$ cat config.mk
export PLATFORM = sky130hd
export DESIGN_NAME = regfile_mp
export DESIGN_NICKNAME = d
export VERILOG_FILES = /design/src/rtl/regfile_pkg.sv /design/src/rtl/regfile_clr_fsm.sv /design/src/rtl/regfile_mp.sv
export SDC_FILE = /design/constraint.sdc
export NUM_CORES = 2
export LEC_CHECK = 0
export CAP_MARGIN = 20
export CELL_PAD_IN_SITES_DETAIL_PLACEMENT = 1
export CELL_PAD_IN_SITES_GLOBAL_PLACEMENT = 1
export CORE_MARGIN = 10
export CORE_UTILIZATION = 45
export DETAILED_ROUTE_END_ITERATION = 8
export PLACE_DENSITY_LB_ADDON = 0.1
export SYNTH_ARGS = -nofsm -noshare
export SYNTH_HDL_FRONTEND = slang
export SYNTH_SLANG_ARGS = --single-unit
$ cat constraint.sdc
create_clock -name clk -period 2.95 [get_ports clk]
set_clock_uncertainty 0.05 [all_clocks]
set_input_delay 0.59 -clock clk [delete_from_list [all_inputs] [get_ports clk]]
set_output_delay 0.59 -clock clk [all_outputs]
set_load 0.05 [all_outputs]
$ cat src/rtl/regfile_pkg.sv
`default_nettype none
// ============================================================================
//  Module      : regfile_pkg
//  Description : Shared defaults, soft-clear FSM state encoding and the
//                hardwired-zero register address for the multi-port
//                register file.
//  Revision    : 1.0  initial release
// ============================================================================
package regfile_pkg;

    localparam int DW_DEF    = 32;
    localparam int DEPTH_DEF = 32;
    localparam int NRD_DEF   = 2;

    // Register index that reads as zero and ignores writes when enabled
    localparam int ZERO_ADDR = 0;

    typedef enum logic [1:0] {
        IDLE  = 2'd0,
        CLEAR = 2'd1,
        DONE  = 2'd2
    } clr_state_t;

endpackage
`default_nettype wire

$ cat src/rtl/regfile_clr_fsm.sv
`default_nettype none
// ============================================================================
//  Module      : regfile_clr_fsm
//  Description : Soft-clear sequencer. Sweeps one register per cycle from
//                index 0 to DEPTH-1, then pulses clr_done for one cycle.
//  Ports       : clk, rst (async, active-low)
//                clr_req      - start request, sampled only in IDLE
//                clr_busy     - high while sweeping
//                clr_done     - one-cycle completion pulse
//                clr_en       - clear reg[clr_addr] at the next edge
//                clr_addr     - register being cleared this cycle
//                sweep_active - high in CLEAR and DONE (blocks writes/bypass)
//  Revision    : 1.0  initial release
// ============================================================================
module regfile_clr_fsm
    import regfile_pkg::*;
#(
    parameter int DEPTH = DEPTH_DEF,
    parameter int AW    = $clog2(DEPTH)
) (
    input  logic          clk,
    input  logic          rst,
    input  logic          clr_req,
    output logic          clr_busy,
    output logic          clr_done,
    output logic          clr_en,
    output logic [AW-1:0] clr_addr,
    output logic          sweep_active
);

    clr_state_t    state;
    clr_state_t    state_nxt;
    logic [AW-1:0] ptr;
    logic [AW-1:0] ptr_nxt;

    always_ff @(posedge clk or negedge rst) begin
        if (!rst) begin
            state <= IDLE;
            ptr   <= '0;
        end else begin
            state <= state_nxt;
            ptr   <= ptr_nxt;
        end
    end

    always_comb begin
        state_nxt    = state;
        ptr_nxt      = ptr;
        clr_busy     = 1'b0;
        clr_done     = 1'b0;
        clr_en       = 1'b0;
        sweep_active = 1'b1;
        case (state)
            IDLE: begin
                sweep_active = 1'b0;
                if (clr_req) begin
                    state_nxt = CLEAR;
                    ptr_nxt   = '0;
                end
            end
            CLEAR: begin
                clr_busy = 1'b1;
                clr_en   = 1'b1;
                // Last register is cleared on the same edge that leaves CLEAR,
                // so ptr never needs to wrap.
                if (ptr == AW'(DEPTH - 1)) begin
                    state_nxt = DONE;
                    ptr_nxt   = '0;
                end else begin
                    ptr_nxt = ptr + AW'(1);
                end
            end
            DONE: begin
                clr_done  = 1'b1;
                state_nxt = IDLE;
            end
            default: begin
                sweep_active = 1'b0;
                state_nxt    = IDLE;
                ptr_nxt      = '0;
            end
        endcase
    end

    assign clr_addr = ptr;

endmodule
`default_nettype wire

$ cat src/rtl/regfile_mp.sv
`default_nettype none
// ============================================================================
//  Module      : regfile_mp
//  Description : Multi-port integer register file: NRD combinational read
//                ports, two posedge write ports (port 1 wins on address
//                collision), optional hardwired-zero register and a
//                sequential soft-clear engine.
//  Ports       : clk, rst (async, active-low)
//                ra/rd            - packed read address/data, port i at
//                                   [i*AW +: AW] / [i*DW +: DW]
//                we0/wa0/wd0      - write port 0
//                we1/wa1/wd1      - write port 1 (higher priority)
//                clr_req/clr_busy/clr_done - soft-clear handshake
//  Options     : define REGF_MP_BYPASS_EN for same-cycle write-to-read
//                forwarding; otherwise reads return the stored value.
//  Revision    : 1.0  initial release
// ============================================================================
module regfile_mp
    import regfile_pkg::*;
#(
    parameter int DW       = DW_DEF,
    parameter int DEPTH    = DEPTH_DEF,
    parameter int AW       = $clog2(DEPTH),
    parameter int NRD      = NRD_DEF,
    parameter int ZERO_REG = 1
) (
    input  logic              clk,
    input  logic              rst,
    input  logic [NRD*AW-1:0] ra,
    output logic [NRD*DW-1:0] rd,
    input  logic              we0,
    input  logic [AW-1:0]     wa0,
    input  logic [DW-1:0]     wd0,
    input  logic              we1,
    input  logic [AW-1:0]     wa1,
    input  logic [DW-1:0]     wd1,
    input  logic              clr_req,
    output logic              clr_busy,
    output logic              clr_done
);

    logic [DW-1:0] mem [DEPTH];

    logic          clr_en;
    logic [AW-1:0] clr_addr;
    logic          sweep_active;
    logic          wr0_ok;
    logic          wr1_ok;

    regfile_clr_fsm #(
        .DEPTH (DEPTH),
        .AW    (AW)
    ) u_clr_fsm (
        .clk          (clk),
        .rst          (rst),
        .clr_req      (clr_req),
        .clr_busy     (clr_busy),
        .clr_done     (clr_done),
        .clr_en       (clr_en),
        .clr_addr     (clr_addr),
        .sweep_active (sweep_active)
    );

    // Qualified write strobes: dropped while a sweep is in progress and,
    // with the zero register enabled, when targeting address 0.
    assign wr0_ok = we0 && !sweep_active &&
                    !((ZERO_REG != 0) && (wa0 == AW'(ZERO_ADDR)));
    assign wr1_ok = we1 && !sweep_active &&
                    !((ZERO_REG != 0) && (wa1 == AW'(ZERO_ADDR)));

    always_ff @(posedge clk or negedge rst) begin
        if (!rst) begin
            for (int k = 0; k < DEPTH; k++) begin
                mem[k] <= '0;
            end
        end else if (clr_en) begin
            mem[clr_addr] <= '0;
        end else begin
            if (wr0_ok) begin
                mem[wa0] <= wd0;
            end
            // Issued after port 0 so it overrides on an address collision
            if (wr1_ok) begin
                mem[wa1] <= wd1;
            end
        end
    end

    for (genvar i = 0; i < NRD; i++) begin : g_rd
        logic [AW-1:0] addr;
        logic [DW-1:0] data;

        assign addr = ra[i*AW +: AW];

        always_comb begin
            data = mem[addr];
            if ((ZERO_REG != 0) && (addr == AW'(ZERO_ADDR))) begin
                data = '0;
            end
`ifdef REGF_MP_BYPASS_EN
            // wr*_ok already excludes sweeps and the zero register;
            // rst gating keeps reads at zero while reset is held.
            if (rst && wr0_ok && (wa0 == addr)) begin
                data = wd0;
            end
            if (rst && wr1_ok && (wa1 == addr)) begin
                data = wd1;
            end
`endif
        end

        assign rd[i*DW +: DW] = data;
    end

endmodule
`default_nettype wire
==> impl_results.md <==
- Crit. End Element: output port
- Clock Root Buffer: clkbuf_16
- CTS tree: yes
- Critical Path Stages: 6
- CP required: roughly 2.3 ns
- Top Layer Used: met5
- Clock Sinks: 1031
- Die width: around 440 um
- Mapped Area: 78600 um2
- Synth warn: 0
- Fin nets: roughly 8k
- Core Area: roughly 170000 um2
- Largest family of logic cells by synthesized area: compound AO/OA/AOI/OAI gates
- Max Cap Viol: 0
- Routed wl met3: around 70 mm
- Worst r2r dst: mem[543]
- Gr usage total: about 46%
- VDD IR max: 0.00128 V
- Register bit total from synthesis: 1031
- Setup TNS: -19.33 ns
- Status: finished, violations left
- Power per cell area: roughly 730 nW/um2
- CP Cell Sequence: mux4_2, a22oi_2, nand4_1, buf_4, and3_4, buf_8
- CP arrival: approximately 3 ns
- Critical Path Start Type: register
- Clk_lat worst skew: about 0.82 ns
- Async SR Flop Fraction: between 90% and 100%
- FF-to-FF Start: u_clr_fsm.state[0]
- Post-synthesis adder-cell area fraction: 0.127%
- CP top delay family: simple AND/OR/NAND/NOR gates
- CP endpoint: rd[40]
- Main synth FF type: dfrtp_1
- Detailed Routing Iterations Pass 1: 9
- Synth top area cells: dfrtp_1, mux4_2, o2bb2ai_1
- Yosys cell types: 59
- Crit path launch: mem[232]
- Fmax: between 200 and 300 MHz
- Final hold viol count: 0
- Antenna Violating Nets Remaining: 0
- Final Cell Area: 99000 um2
- Leading cell type in the layout, fill and taps excluded: dfrtp_1
- Port Buffers: 154
- Failing checks: negative setup slack
- Multiplexer share of the synthesized area: between 15 and 20%
- Clk buf depth: 3
- Compound-Gate Fraction of Synth Area: 39.9%
- Wirelength per Cell: ~45 um
- Initial DRC Count: about 13k
- Final worst slack: -0.654 ns
- Post-synth top area share: around a third
- Hold WC Path Type: in -> async
- Die area: roughly 190000 um2
- Post-synth EDFFs: 0
- Total grt overflow: 0
- Placed insts: about 10k
- Leak: 0.0361 uW
- Final Setup Violations: between 60 and 70
- Clock transition at path regs: approximately 0.060 ns
- I/O pin count: 155
- HPWL Detailed: 285 mm
- Max-slew violations: 0
- Routed met2 length: around 190 mm
- Tmin final: approximately 3.6 ns
- Post-synthesis xor/xnor area fraction: 0%
- Slew margin rel.: between 10% and 20%
- RSZ-0062 raised after global routing: true
- Setup Crit Path Kind: reg -> out
- CP bufs+invs: 2
- Largest net degree at the start of global routing: approximately 100
- Flop2flop setup slack: around 0.03 ns
- Depth of the CTS H-tree: 4
- Commonest cells after routing, fill and taps aside: dfrtp_1, a21oi_1, o21ai_0, o2bb2ai_1, buf_4
- Antenna violations before repair: 38
- Number of global-route vias before repair: just under 90k
- Starting Density: between 40 and 50%
- Cells after Synth: just under 8k
- CP peak stage delay: 0.49 ns
- Routed WL: approximately 460 mm
- Slowest CP cell: mux4_2
- Placed Area: 90500 um2
- Post-route DRC: 0
- Post-synth top area cell: dfrtp_1
- Fillers: approximately 18k
- Power, Total: between 70000 and 80000 uW
- Crit Path Max Fanout: 2
- Area delta synth->final: 25.9%
- Period utilisation layout: 122%
- Simple-Gate Fraction of Synth Area: 4.05%
- Gpl congestion: 0.974
- Worst Tran Pin Value: roughly 1.3 ns
- Ratio of cells with drive above 1 in the final layout: 34.0%
- Via density per instance: about 8.4
- Row Count: ~150
- Syn avg cell area: 10.1 um2
- Post-Route M1 WL: 162 mm
- Total clock buffers created by CTS: roughly 140
- First-pass GRT wire length: between 600 and 700 mm
- Worst reg2reg path depth: 9
- Post-Syn Nets: 7851
- Sequential share of the synthesized area: 32.8%
- Vias: 86.7k
- DP Worst Slack: -0.995 ns
- Layout Cells excl Fill: approximately 10k
- Die Span Y: ~440 um
-- sequential cells by signal (all words and copies together) (netlist names) --
register,flops
u_clr_fsm.clr_addr,5
u_clr_fsm.state,2
mem,1024
-- worst min path at each step --
| stage | depth (start not counted) | startpoint | end | slack, ns |
|---|---|---|---|---|
| 2_1_floorplan | 0 | rst | mem[0] | 0.24 |
| 3_3_place_gp | 1 | mem[1023] | mem[1023] | 0.43 |
| 3_5_place_dp | 1 | mem[1017] | mem[1017] | 0.44 |
| 4_1_cts | 2 | rst | mem[906] | 0.28 |
| 5_1_grt | 2 | rst | mem[906] | 0.30 |
| 6_report | 2 | rst | mem[906] | 0.31 |
-- Yosys cell counts, types with 22 or more instances --
library cell	n
dfrtp_1	1031
a21oi_1	1028
o21ai_0	870
clkbuf_1	861
o2bb2ai_1	800
mux4_2	470
o41ai_1	443
o41ai_2	357
buf_2	270
nand2_1	175
mux2i_1	117
inv_1	105
o2111ai_1	96
o211ai_1	96
o31a_1	96
o32ai_1	96
nor4_1	94
buf_1	67
a22oi_1	64
o21ai_1	58
buf_6	51
mux2_2	40
nand3_1	35
and2_1	34
nand4_1	34
nor3_1	34
a211oi_1	32
a22o_1	32
and3_1	32
o221ai_1	32
nor2b_1	28
o22a_1	22
-- cells by family (layout without fill, tap and decap cells) --
| group | Yosys count | in the layout |
|---|---|---|
| AOI/OAI and AO/OA | 4138 | 4138 |
| other | 0 | 21 |
| adders and majority gates | 8 | 8 |
| muxes | 627 | 627 |
| buffers and inverters | 1376 | 1614 |
| DFF | 1031 | 1031 |
| and+or+nand+nor | 574 | 575 |
-- worst reg2reg max path, cell delays in order (launching register included) --
cell	delay, ns
dfrtp_1	0.42
inv_1	0.11
ha_2	0.31
nand3b_1	0.24
buf_12	0.22
buf_16	0.22
buf_16	0.29
o41ai_1	0.64
o21ai_0	0.15
o2bb2ai_1	0.15
-- routing by layer --
metal / up-vias / GRT usage [%]
met4: 30 / 36.0
met3: 2321 / 17.9
met5: - / 0.0248
met1: 44200 / 57.5
met2: 8127 / 63.0
li1: 32000 / -
-- per-stage QoR --
step / util [%] / hold slack (ns)
2_1_floorplan: - / 0.244
3_3_place_gp: 52.0 / 0.434
3_5_place_dp: 52.0 / 0.438
4_1_cts: 56.3 / 0.281
5_1_grt: 56.9 / 0.304
6_report: 56.9 / 0.310
-- final cells by class --
cell class	count	area (um2)	share of cell area (%)
Tap cell	2325	2910	2.94
Timing Repair Buffer	1269	15400	15.5
Multi-Input combinational cell	5348	49800	50.3
Clock buffer	206	4180	4.23
Sequential cell	1031	25800	26.1
Inverter	105	402	0.406
Clock inverter	34	420	0.425
Antenna cell	21	52.6	0.0531
-- timing repair --
item / in CTS / in global routing
endpoints found under the hold margin: 19 / 0
gates resized for setup: 304 / 139
setup buffers: 205 / 36
hold buffers: 1 / 0
cloned: 7 / 5
setup endpoints to repair: 67 / 146
pin swaps: 158 / 54
-- where the power goes --
group	switching, uW	leakage (uW)	internal [uW]
Sequential	1860	0.0142	16000
Clock	7430	0.00228	10500
Combinational	23000	0.0196	13700
Total	32300	0.0361	40200
Note: power is estimated with default switching activity, not from simulation.
